<file path="src/rtl/quad_encoder_emulator.sv">
`default_nettype none
// ============================================================================
// quad_encoder_emulator
// NCO-driven quadrature encoder source: A/B/tick outputs at a commanded RPM.
// Rev 1.0
// ============================================================================
module quad_encoder_emulator #(
  parameter int CLK_HZ = 50000000,
  parameter int CPR    = 256,
  parameter int ACC_W  = 34
) (
  input  logic        clk,
  input  logic        rst,
  input  logic        enable,
  input  logic        dir,
  input  logic [15:0] rpm_cmd,
  output logic        enc_a,
  output logic        enc_b,
  output logic        ticks,
  output logic        step,
  output logic [31:0] position
);

  localparam logic [63:0]      TH_64 = 64'(CLK_HZ) * 64'd60;
  localparam logic [ACC_W-1:0] TH    = TH_64[ACC_W-1:0];
  localparam logic [ACC_W-1:0] CPR_W = ACC_W'(CPR);

  // Elaboration guards: one step per clock at full-scale rpm_cmd, whole
  // quadrature cycles per revolution, and room for acc+inc in ACC_W bits.
  generate
    if (64'(CPR) * 64'd65535 >= TH_64) begin : g_rate_check
      $error("quad_encoder_emulator: CPR*65535 must be below CLK_HZ*60");
    end
    if ((CPR % 4) != 0) begin : g_cpr_check
      $error("quad_encoder_emulator: CPR must be a multiple of 4");
    end
    if (((TH_64 << 1) >> ACC_W) != 64'd0) begin : g_width_check
      $error("quad_encoder_emulator: ACC_W too narrow for 2*CLK_HZ*60");
    end
  endgenerate

  // Encoding is {enc_a, enc_b}.
  typedef enum logic [1:0] {
    Q00 = 2'b00,
    Q10 = 2'b10,
    Q11 = 2'b11,
    Q01 = 2'b01
  } quad_e;

  quad_e             quad_q, quad_d;
  quad_e             quad_fwd, quad_rev;
  logic [ACC_W-1:0]  acc_q, acc_d;
  logic              step_q, step_d;
  logic [31:0]       pos_q, pos_d;
  logic [ACC_W-1:0]  inc;
  logic [ACC_W-1:0]  acc_sum;

  assign inc     = ACC_W'(rpm_cmd) * CPR_W;
  assign acc_sum = acc_q + inc;

  always_comb begin
    quad_fwd = Q00;
    quad_rev = Q00;
    case (quad_q)
      Q00:     begin quad_fwd = Q10; quad_rev = Q01; end
      Q10:     begin quad_fwd = Q11; quad_rev = Q00; end
      Q11:     begin quad_fwd = Q01; quad_rev = Q10; end
      Q01:     begin quad_fwd = Q00; quad_rev = Q11; end
      default: begin quad_fwd = Q00; quad_rev = Q00; end
    endcase
  end

  always_comb begin
    acc_d  = acc_q;
    quad_d = quad_q;
    step_d = 1'b0;
    pos_d  = pos_q;
    if (!enable) begin
      acc_d = '0;
    end else if (acc_sum >= TH) begin
      // Remainder stays in acc so the long-term rate has no drift.
      acc_d  = acc_sum - TH;
      step_d = 1'b1;
      quad_d = dir ? quad_fwd : quad_rev;
      pos_d  = dir ? (pos_q + 32'd1) : (pos_q - 32'd1);
    end else begin
      acc_d = acc_sum;
    end
  end

  always_ff @(posedge clk) begin
    if (rst) begin
      acc_q  <= '0;
      quad_q <= Q00;
      step_q <= 1'b0;
      pos_q  <= '0;
    end else begin
      acc_q  <= acc_d;
      quad_q <= quad_d;
      step_q <= step_d;
      pos_q  <= pos_d;
    end
  end

  assign enc_a    = quad_q[1];
  assign enc_b    = quad_q[0];
  assign ticks    = quad_q[1];
  assign step     = step_q;
  assign position = pos_q;

endmodule
`default_nettype wire

</file>
<file path="config.mk">
export PLATFORM = sky130hd
export DESIGN_NAME = quad_encoder_emulator
export DESIGN_NICKNAME = d
export VERILOG_FILES = /design/src/rtl/quad_encoder_emulator.sv
export SDC_FILE = /design/constraint.sdc
export NUM_CORES = 1
export LEC_CHECK = 0
export ABC_CLOCK_PERIOD_IN_PS = 6000
export CORE_MARGIN = 3
export CORE_UTILIZATION = 55
export DETAILED_ROUTE_END_ITERATION = 10
export GPL_ROUTABILITY_DRIVEN = 0
export HOLD_SLACK_MARGIN = 0.03
export PLACE_DENSITY_LB_ADDON = 0.05
export SETUP_SLACK_MARGIN = 0.3
export SLEW_MARGIN = 10
export SYNTH_ARGS = -nofsm -noshare
export SYNTH_HDL_FRONTEND = slang
export SYNTH_SLANG_ARGS = --single-unit
</file>
<file path="constraint.sdc">
create_clock -name clk -period 6 [get_ports clk]
set_input_delay 1.5 -clock clk [delete_from_list [all_inputs] [get_ports clk]]
set_output_delay 1.5 -clock clk [all_outputs]
set_load 0.05 [all_outputs]
</file>
# Word level (Yosys, flattened, before mapping)
# Cells that the tools add are included.
# classes
addsub	4
order_cmp	1
eq_ne	3
muxes	6
bitwise_logic	1
reduce_logical	3
# ops
operator	n
$add A34 B24 Y34	1
$ge A34 B32 Y1 const B	1
$mux W34	1
$sub A34 B32 Y34 const B	1
$add A32 B1 Y32 const B	1
$mux W32	1
$sub A32 B1 Y32 const B	1
$pmux W2 S4	2
$eq A2 B2 Y1 const B	2
$eq A2 B1 Y1 const B	1
$logic_not A2 Y1	1
$mux W2	1
$reduce_and A2 Y1	1
$reduce_or A2 Y1	1
$mux W1	1
$not A1 Y1	1
# totals
register_bits	69

# Longest topological paths before layout
# Gate-level depths: netlist (run 1).
# logic_depth
ltp_word	3
ltp_mapped	14
depth_no_buf	13

# Worst setup path after synthesis (run 1)
# No wires, ideal clock.
# synth_timing
path_kind	input -> register
from	input dir
to	register pos_q[30], in the netlist position[30]
arrival_ns	4.657
required_ns	5.868
setup_slack_ns	1.210
stages	12
cell_sequence	inv_1 ha_1 a21o_1 a21o_1 a2111oi_0 nor2_1 a211oi_1 nor3_1 o31a_1 or3_1 nand3_1 a21oi_1
# synth_between
elab_chain_len	1
# synth_rtl
item	line	source
from (decl)	15	input logic dir,
$mux W32	85	pos_d = dir ? (pos_q + 32'd1) : (pos_q - 32'd1);
to (signal assigned)	101	pos_q <= pos_d;
to (decl)	54	logic [31:0] pos_q, pos_d;
# No other way between the ends.
# A chain may end at the register's enable or synchronous reset.

# Worst setup path after layout (run 1)
# Same ends and word-level chain as after synthesis.

==> results of run 1 <==
-- layer usage --
metal  vias to the layer above  wire [um]  GRT usage  share of wire
met2                       166       6899     0.4132           0.47
met5                         -          0          0              0
met1                      2686       6690     0.3287           0.46
li1                       2863          -          -              -
met4                         0        200    0.05877          0.014
met3                        18        892    0.04404          0.061
-- registers in the layout (all words and copies together), names as in the netlist --
register,cells
acc_q,26
position,32
quad_q,2
step,1
-- cells in the mapped netlist (3+ instances only) --
| master | instances | area [sq um] |
|---|---|---|
| a221o_1 | 3 | 30.03 |
| buf_4 | 6 | 45.04 |
| inv_1 | 24 | 90.09 |
| a2111oi_0 | 3 | 26.28 |
| nor2_1 | 71 | 266.5 |
| nand3_1 | 29 | 145.1 |
| a21boi_1 | 3 | 22.52 |
| nand2b_1 | 10 | 62.56 |
| and2_1 | 6 | 37.54 |
| and3_1 | 11 | 68.82 |
| ha_1 | 47 | 588.1 |
| dfxtp_1 | 61 | 1221 |
| or2_2 | 5 | 31.28 |
| o21ai_0 | 25 | 125.1 |
| nand3b_1 | 3 | 22.52 |
| nor4_1 | 7 | 43.79 |
| xnor2_1 | 30 | 262.8 |
| mux2i_1 | 34 | 340.3 |
| nor3b_1 | 3 | 22.52 |
| nand2_1 | 39 | 146.4 |
| a21oi_1 | 60 | 300.3 |
| o211ai_1 | 10 | 75.07 |
| or3_1 | 13 | 81.33 |
| nor2b_1 | 8 | 50.05 |
| a31oi_1 | 7 | 43.79 |
| a211o_1 | 6 | 52.55 |
| o31a_1 | 5 | 43.79 |
| o21bai_1 | 5 | 37.54 |
| o31ai_1 | 3 | 22.52 |
| buf_2 | 4 | 20.02 |
| nor3_1 | 25 | 125.1 |
| clkbuf_1 | 17 | 63.81 |
| a21o_1 | 30 | 225.2 |
| xor2_1 | 15 | 131.4 |
| o21ai_1 | 7 | 35.03 |
| nand4_1 | 11 | 68.82 |
| o2111ai_1 | 3 | 26.28 |
| o21a_1 | 8 | 60.06 |
| o211a_1 | 5 | 50.05 |
| o311a_1 | 4 | 40.04 |
| a211oi_1 | 13 | 97.59 |
-- how the worst max path moves through the flow --
stage	from	end	slack, ps
final	dir	position[30]$_SDFFE_PP0P_	700
after global routing	dir	position[30]$_SDFFE_PP0P_	440
after CTS	dir	position[30]$_SDFFE_PP0P_	740
after detailed placement	dir	position[30]$_SDFFE_PP0P_	390
after global placement	dir	position[30]$_SDFFE_PP0P_	450
after floorplan	dir	position[30]$_SDFFE_PP0P_	1210
-- metrics by stage --
step	util	instance area, sq um
after global routing	0.6465	6704
after detailed placement	0.6272	6504
final	0.6465	6704
after CTS	0.6465	6704
after global placement	0.6272	6504
after floorplan	-	5868
-- cells by family (layout without fill, tap and decap cells) --
group,Yosys count,after routing,synth area share
AOI/OAI and AO/OA,238,238,0.2981
xor gates and xnor gates,46,46,0.06994
adders and majority gates,49,49,0.1070
buffers and inverters,53,101,0.04115
DFF,61,61,0.2081
muxes,35,35,0.05992
and+or+nand+nor,250,250,0.2158
-- area by class of cell --
type                       instances  area share
clock buffer                      10     0.02053
clock inverter                     6    0.009332
inverter                          24     0.01344
multi-input combinational        618      0.6585
sequential                        61      0.1822
tap                              136     0.02538
timing repair buffer              61     0.09071
-- power groups by stage --
stage	Sequential (W)	Combinational, W	Clock (W)
after floorplan	0.000425	0.000261	0
after global placement	0.000428	0.000326	0
after detailed placement	0.000428	0.000334	0
after CTS	0.000419	0.000337	0.000388
after global routing	0.000420	0.000375	0.000405
final	0.000419	0.000342	0.000380
-- critical path: stages --
cell and delay (ps):
clkdlybuf4s50_1 580, inv_1 130, buf_4 230, ha_1 370, a21o_1 200, a21o_1 210, a2111oi_0 670, nor2_1 180
a211oi_1 490, nor3_1 160, o31a_1 310, or3_1 310, nand3_1 90, a21oi_1 60
==> impl_metrics.env, run 1 <==
export IMPL_cellLeakagePower_nw=2.730
export IMPL_fin_crit_sh=0.8833
export IMPL_start_util=0.5659
export IMPL_clk_pin_slew_ps=80
export IMPL_crit_fanout=18
export IMPL_fin_setup_tns_ps=0
export IMPL_synth_edf_count=0
export IMPL_synth_cell_types=80
export IMPL_regArea_sq_mm=0.001221
export IMPL_synth_seq_area_share=0.2081
export IMPL_dpl_hpwl_um=10890
export IMPL_comb_power_share=0.300
export IMPL_synth_nets=801
export IMPL_most_common_layout_cells="nor2_1, dfxtp_1, a21oi_1, clkdlybuf4s50_1, ha_1"
export IMPL_cts_sinks=61
export IMPL_coreArea_sq_mm=0.01037
export IMPL_min_path_type="reg2reg"
export IMPL_dpl_worst_slack_ps=390.3
export IMPL_grt_pass1_wl_um=24050
export IMPL_worstPathArrival_ps=5510
export IMPL_finalHoldViolCount=0
export IMPL_first_global_vias=5155
export IMPL_drive_gt1_frac=0.06154
export IMPL_fmax_mhz=188.7
export IMPL_ir_drop_v=0.0001405
export IMPL_cp_required_ps=6210
export IMPL_power_frac_clock=0.333
export IMPL_syn_avg_cell_area_sq_um=8.017
export IMPL_r2r_start="acc_q[8]$_SDFF_PP0_"
export IMPL_clockRootBuffer="clkbuf_8"
export IMPL_pwr_density_cell_mw_per_mm2=170.3
export IMPL_numCtsBuffers=9
export IMPL_num_vias=5733
export IMPL_final_common_cell="nor2_1"
export IMPL_synthArstFlopShare=0
export IMPL_finalMaxSlewViolations=0
export IMPL_worstRegToRegCells=14
export IMPL_die_area_sq_mm=0.01194
export IMPL_antennaDiodeCount=0
export IMPL_avgRoutedWirePerCell_um=16.03
export IMPL_port_buffers=55
export IMPL_internal_power_w=0.0007486
export IMPL_worstSkewPairLatency_ps=350
export IMPL_pin_count=56
export IMPL_drt_pass1_iter_count=5
export IMPL_post_cts_buffers=0
export IMPL_wl_um=14680
export IMPL_maxCapViolCount=0
export IMPL_die_w_um=109.3
export IMPL_rows=37
export IMPL_finalPower_w=0.001141
export IMPL_fin_nets=844
export IMPL_nFillCells=922
export IMPL_max_slew_worst_pin_slew_ps=981.6
export IMPL_overflow=0
export IMPL_place_inst=900
export IMPL_via_per_inst=6.259
export IMPL_finalNonFillerCells=916
export IMPL_antenna_found_initial=0
export IMPL_yosys_warnings=0
export IMPL_crit_type="in2reg"
export IMPL_grt_max_degree=44
export IMPL_h_tree_depth=3
export IMPL_fin_crit_ps=5300
export IMPL_rsz0062_at_grt="no"
export IMPL_setup_slack_ps=700.3
export IMPL_status="finished, final reports clean"
export IMPL_die_y_um=109.3
export IMPL_postRouteAntennaNets=0
export IMPL_track_usage=0.2460
export IMPL_p_seq_frac=0.367
export IMPL_holdBufCountCts=0
export IMPL_min_to="position[24]$_SDFFE_PP0P_"
export IMPL_reg2reg_setup_slack_ps=2130
export IMPL_syn_cell_area_sq_mm=0.005868
export IMPL_worstHoldStart="position[24]$_SDFFE_PP0P_"
export IMPL_clk_path_buf_depth=2
export IMPL_swShare=0.3442
export IMPL_cts_tree="yes"
export IMPL_setup_worst_path_end_class="flip-flop"
export IMPL_skew_ps=17.11
export IMPL_cts_resized_gates=0
export IMPL_post_route_drc_count=0
export IMPL_relSlewSlack=0.3456
export IMPL_p_sw_w=0.0003928
export IMPL_area_delta_synth_final_pct=14.24
export IMPL_r2r_end="acc_q[20]$_SDFF_PP0_"
export IMPL_multiInputGateArea_sq_mm=0.004414
export IMPL_final_setup_viol_count=0
export IMPL_synthFlopType="dfxtp_1"
export IMPL_synth_cells=732
export IMPL_drt_iter0_markers=324
export IMPL_cp_start_kind="input port"
export IMPL_min_path_cells=2
export IMPL_ys_ff_latch=61
export IMPL_holdWs_ps=499.4
(Power assumes the default switching activity.)
==> inputs of run 2 (changes only) <==
--- a/config.mk
+++ b/config.mk
@@ -6,6 +6,7 @@
 export NUM_CORES = 1
 export LEC_CHECK = 0
 export ABC_CLOCK_PERIOD_IN_PS = 6000
+export CORE_ASPECT_RATIO = 1.2
 export CORE_MARGIN = 3
 export CORE_UTILIZATION = 55
 export DETAILED_ROUTE_END_ITERATION = 10
==> impl_metrics.env, run 2 (same netlist as run 1, synthesis figures left out) <==
export IMPL_status="finished, final reports clean"
export IMPL_clk_path_buf_depth=2
export IMPL_skew_ps=7.229
export IMPL_fin_setup_tns_ps=0
export IMPL_fin_nets=843
export IMPL_finalHoldViolCount=0
export IMPL_drt_iter0_markers=323
export IMPL_port_buffers=55
export IMPL_drive_gt1_frac=0.05905
export IMPL_cpPeakStageDelay_ps=740
export IMPL_top_layer_used="met4"
export IMPL_crit_chain="clkdlybuf4s50_1 -> ha_1 -> inv_1 -> fa_1 -> nand2b_1 -> a21bo_1 -> a2111oi_0 -> nor4_1 -> o211a_1 -> o41a_1 -> a311oi_2 -> o2bb2ai_1 -> o211ai_1 -> o41ai_1"
export IMPL_wl_um=15080
export IMPL_start_util=0.5748
export IMPL_drt_pass1_iter_count=5
export IMPL_pin_count=56
export IMPL_track_usage=0.2513
export IMPL_clk_pin_slew_ps=60
export IMPL_avgRoutedWirePerCell_um=16.66
export IMPL_most_common_layout_cells="nor2_1, dfxtp_1, a21oi_1, clkdlybuf4s50_1, ha_1"
export IMPL_crit_type="in2reg"
export IMPL_finalNonFillerCells=905
export IMPL_max_slew_worst_pin_slew_ps=1024
export IMPL_worstHoldStart="position[24]$_SDFFE_PP0P_"
export IMPL_numCtsBuffers=9
export IMPL_ir_drop_v=0.0001263
export IMPL_wl_met1_um=6366
export IMPL_fmax_mhz=185.7
export IMPL_die_w_um=100.3
export IMPL_relSlewSlack=0.3157
export IMPL_cp_start_kind="input port"
export IMPL_rsz0062_at_grt="no"
export IMPL_pwr_density_cell_mw_per_mm2=196.1
export IMPL_antenna_found_initial=0
export IMPL_overflow=0
export IMPL_reg2reg_setup_slack_ps=1950
export IMPL_dpl_hpwl_um=11180
export IMPL_num_vias=5759
export IMPL_placed_cell_area_sq_mm=0.006484
export IMPL_post_route_drc_count=0
export IMPL_final_common_cell="nor2_1"
export IMPL_maxCapViolCount=0
export IMPL_final_setup_viol_count=0
export IMPL_cp_required_ps=6180
export IMPL_rows=40
export IMPL_finalMaxSlewViolations=0
export IMPL_die_area_sq_mm=0.01195
export IMPL_cellLeakagePower_nw=2.794
export IMPL_grt_max_degree=44
export IMPL_post_cts_buffers=0
export IMPL_setup_worst_path_end_class="flip-flop"
export IMPL_cts_sinks=61
export IMPL_worstRegToRegCells=13
export IMPL_die_y_um=119.2
export IMPL_holdWs_ps=489.7
export IMPL_worstSkewPairLatency_ps=330
export IMPL_r2r_start="acc_q[8]$_SDFF_PP0_"
export IMPL_r2r_end="acc_q[31]$_SDFF_PP0_"
export IMPL_largest_register_ffs=32
export IMPL_fin_crit_ps=5385
export IMPL_cts_resized_gates=0
export IMPL_first_global_vias=5562
export IMPL_coreArea_sq_mm=0.01021
export IMPL_cts_tree="yes"
export IMPL_clockRootBuffer="clkbuf_16"
export IMPL_via_per_inst=6.364
export IMPL_holdBufCountCts=0
export IMPL_postRouteAntennaNets=0
export IMPL_fin_crit_sh=0.8974
export IMPL_area_delta_synth_final_pct=16.06
export IMPL_routed_wl_met2_um=7562
export IMPL_place_inst=889
export IMPL_min_path_cells=2
export IMPL_min_to="position[24]$_SDFFE_PP0P_"
export IMPL_antennaDiodeCount=0
export IMPL_grt_pass1_wl_um=25250
export IMPL_crit_fanout=4
export IMPL_slowest_stage="a2111oi_0"
export IMPL_h_tree_depth=3
export IMPL_worstPathArrival_ps=5570
export IMPL_wl_met3_um=729
export IMPL_final_cell_area_sq_mm=0.006810
export IMPL_min_path_type="reg2reg"
==> run 2: layout make-up <==
cell class	instances	area, sq um
repair buffers	60	600.6
clock buffers	12	256.5
fillers	881	3400
inverters	24	90.09
multi-input cells	618	4414
well taps	126	157.7
clock inverters	4	70.07
flip-flops and latches	61	1221
==> run 2: stage by stage <==
step                      total power (W)  setup WS [ps]  utilization
after floorplan                 0.0006860           1210            -
after global placement          0.0007538          518.9       0.6350
after detailed placement        0.0007629          439.4       0.6350
after CTS                        0.001340          747.4       0.6670
after global routing             0.001395          365.8       0.6670
final                            0.001335          615.3       0.6670
==> run 2: worst max-delay path by stage <==
stage | start | end | slack, ps | cells after the start
global route | rpm_cmd[0] | acc_q[17]$_SDFF_PP0_ | 370 | 15
floorplan | dir | position[30]$_SDFFE_PP0P_ | 1210 | 12
detailed placement | rpm_cmd[0] | acc_q[24]$_SDFF_PP0_ | 440 | 14
CTS | rpm_cmd[0] | acc_q[31]$_SDFF_PP0_ | 750 | 14
finish | rpm_cmd[0] | acc_q[31]$_SDFF_PP0_ | 620 | 14
global placement | rpm_cmd[0] | acc_q[24]$_SDFF_PP0_ | 520 | 14
==> run 2: worst max-delay path: cells and delay by family <==
family	cells	cell delay (ps)
buf+inv	2	520
compound gates	8	2600
simple gates	2	350
fa+ha+maj	2	580
==> run 2: power breakdown <==
part,switching [W],internal (W)
combinational,0.000210,0.000134
sequential,0.00000403,0.000414
clock,0.000189,0.000385
total,0.000403,0.000933
==> run 2: metal layers <==
metal | track usage | up-vias
li1 | - | 2856
met5 | 0 | -
met3 | 0.04042 | 39
met2 | 0.4395 | 187
met1 | 0.3037 | 2677
met4 | 0.09688 | 0
==> inputs of run 3 (changes only) <==
--- a/config.mk
+++ b/config.mk
@@ -6,7 +6,6 @@
 export NUM_CORES = 1
 export LEC_CHECK = 0
 export ABC_CLOCK_PERIOD_IN_PS = 6000
-export CORE_ASPECT_RATIO = 1.2
 export CORE_MARGIN = 3
 export CORE_UTILIZATION = 55
 export DETAILED_ROUTE_END_ITERATION = 10
==> results of run 3 <==
The final DEF is identical to that of run 1; final timing and power are the same.
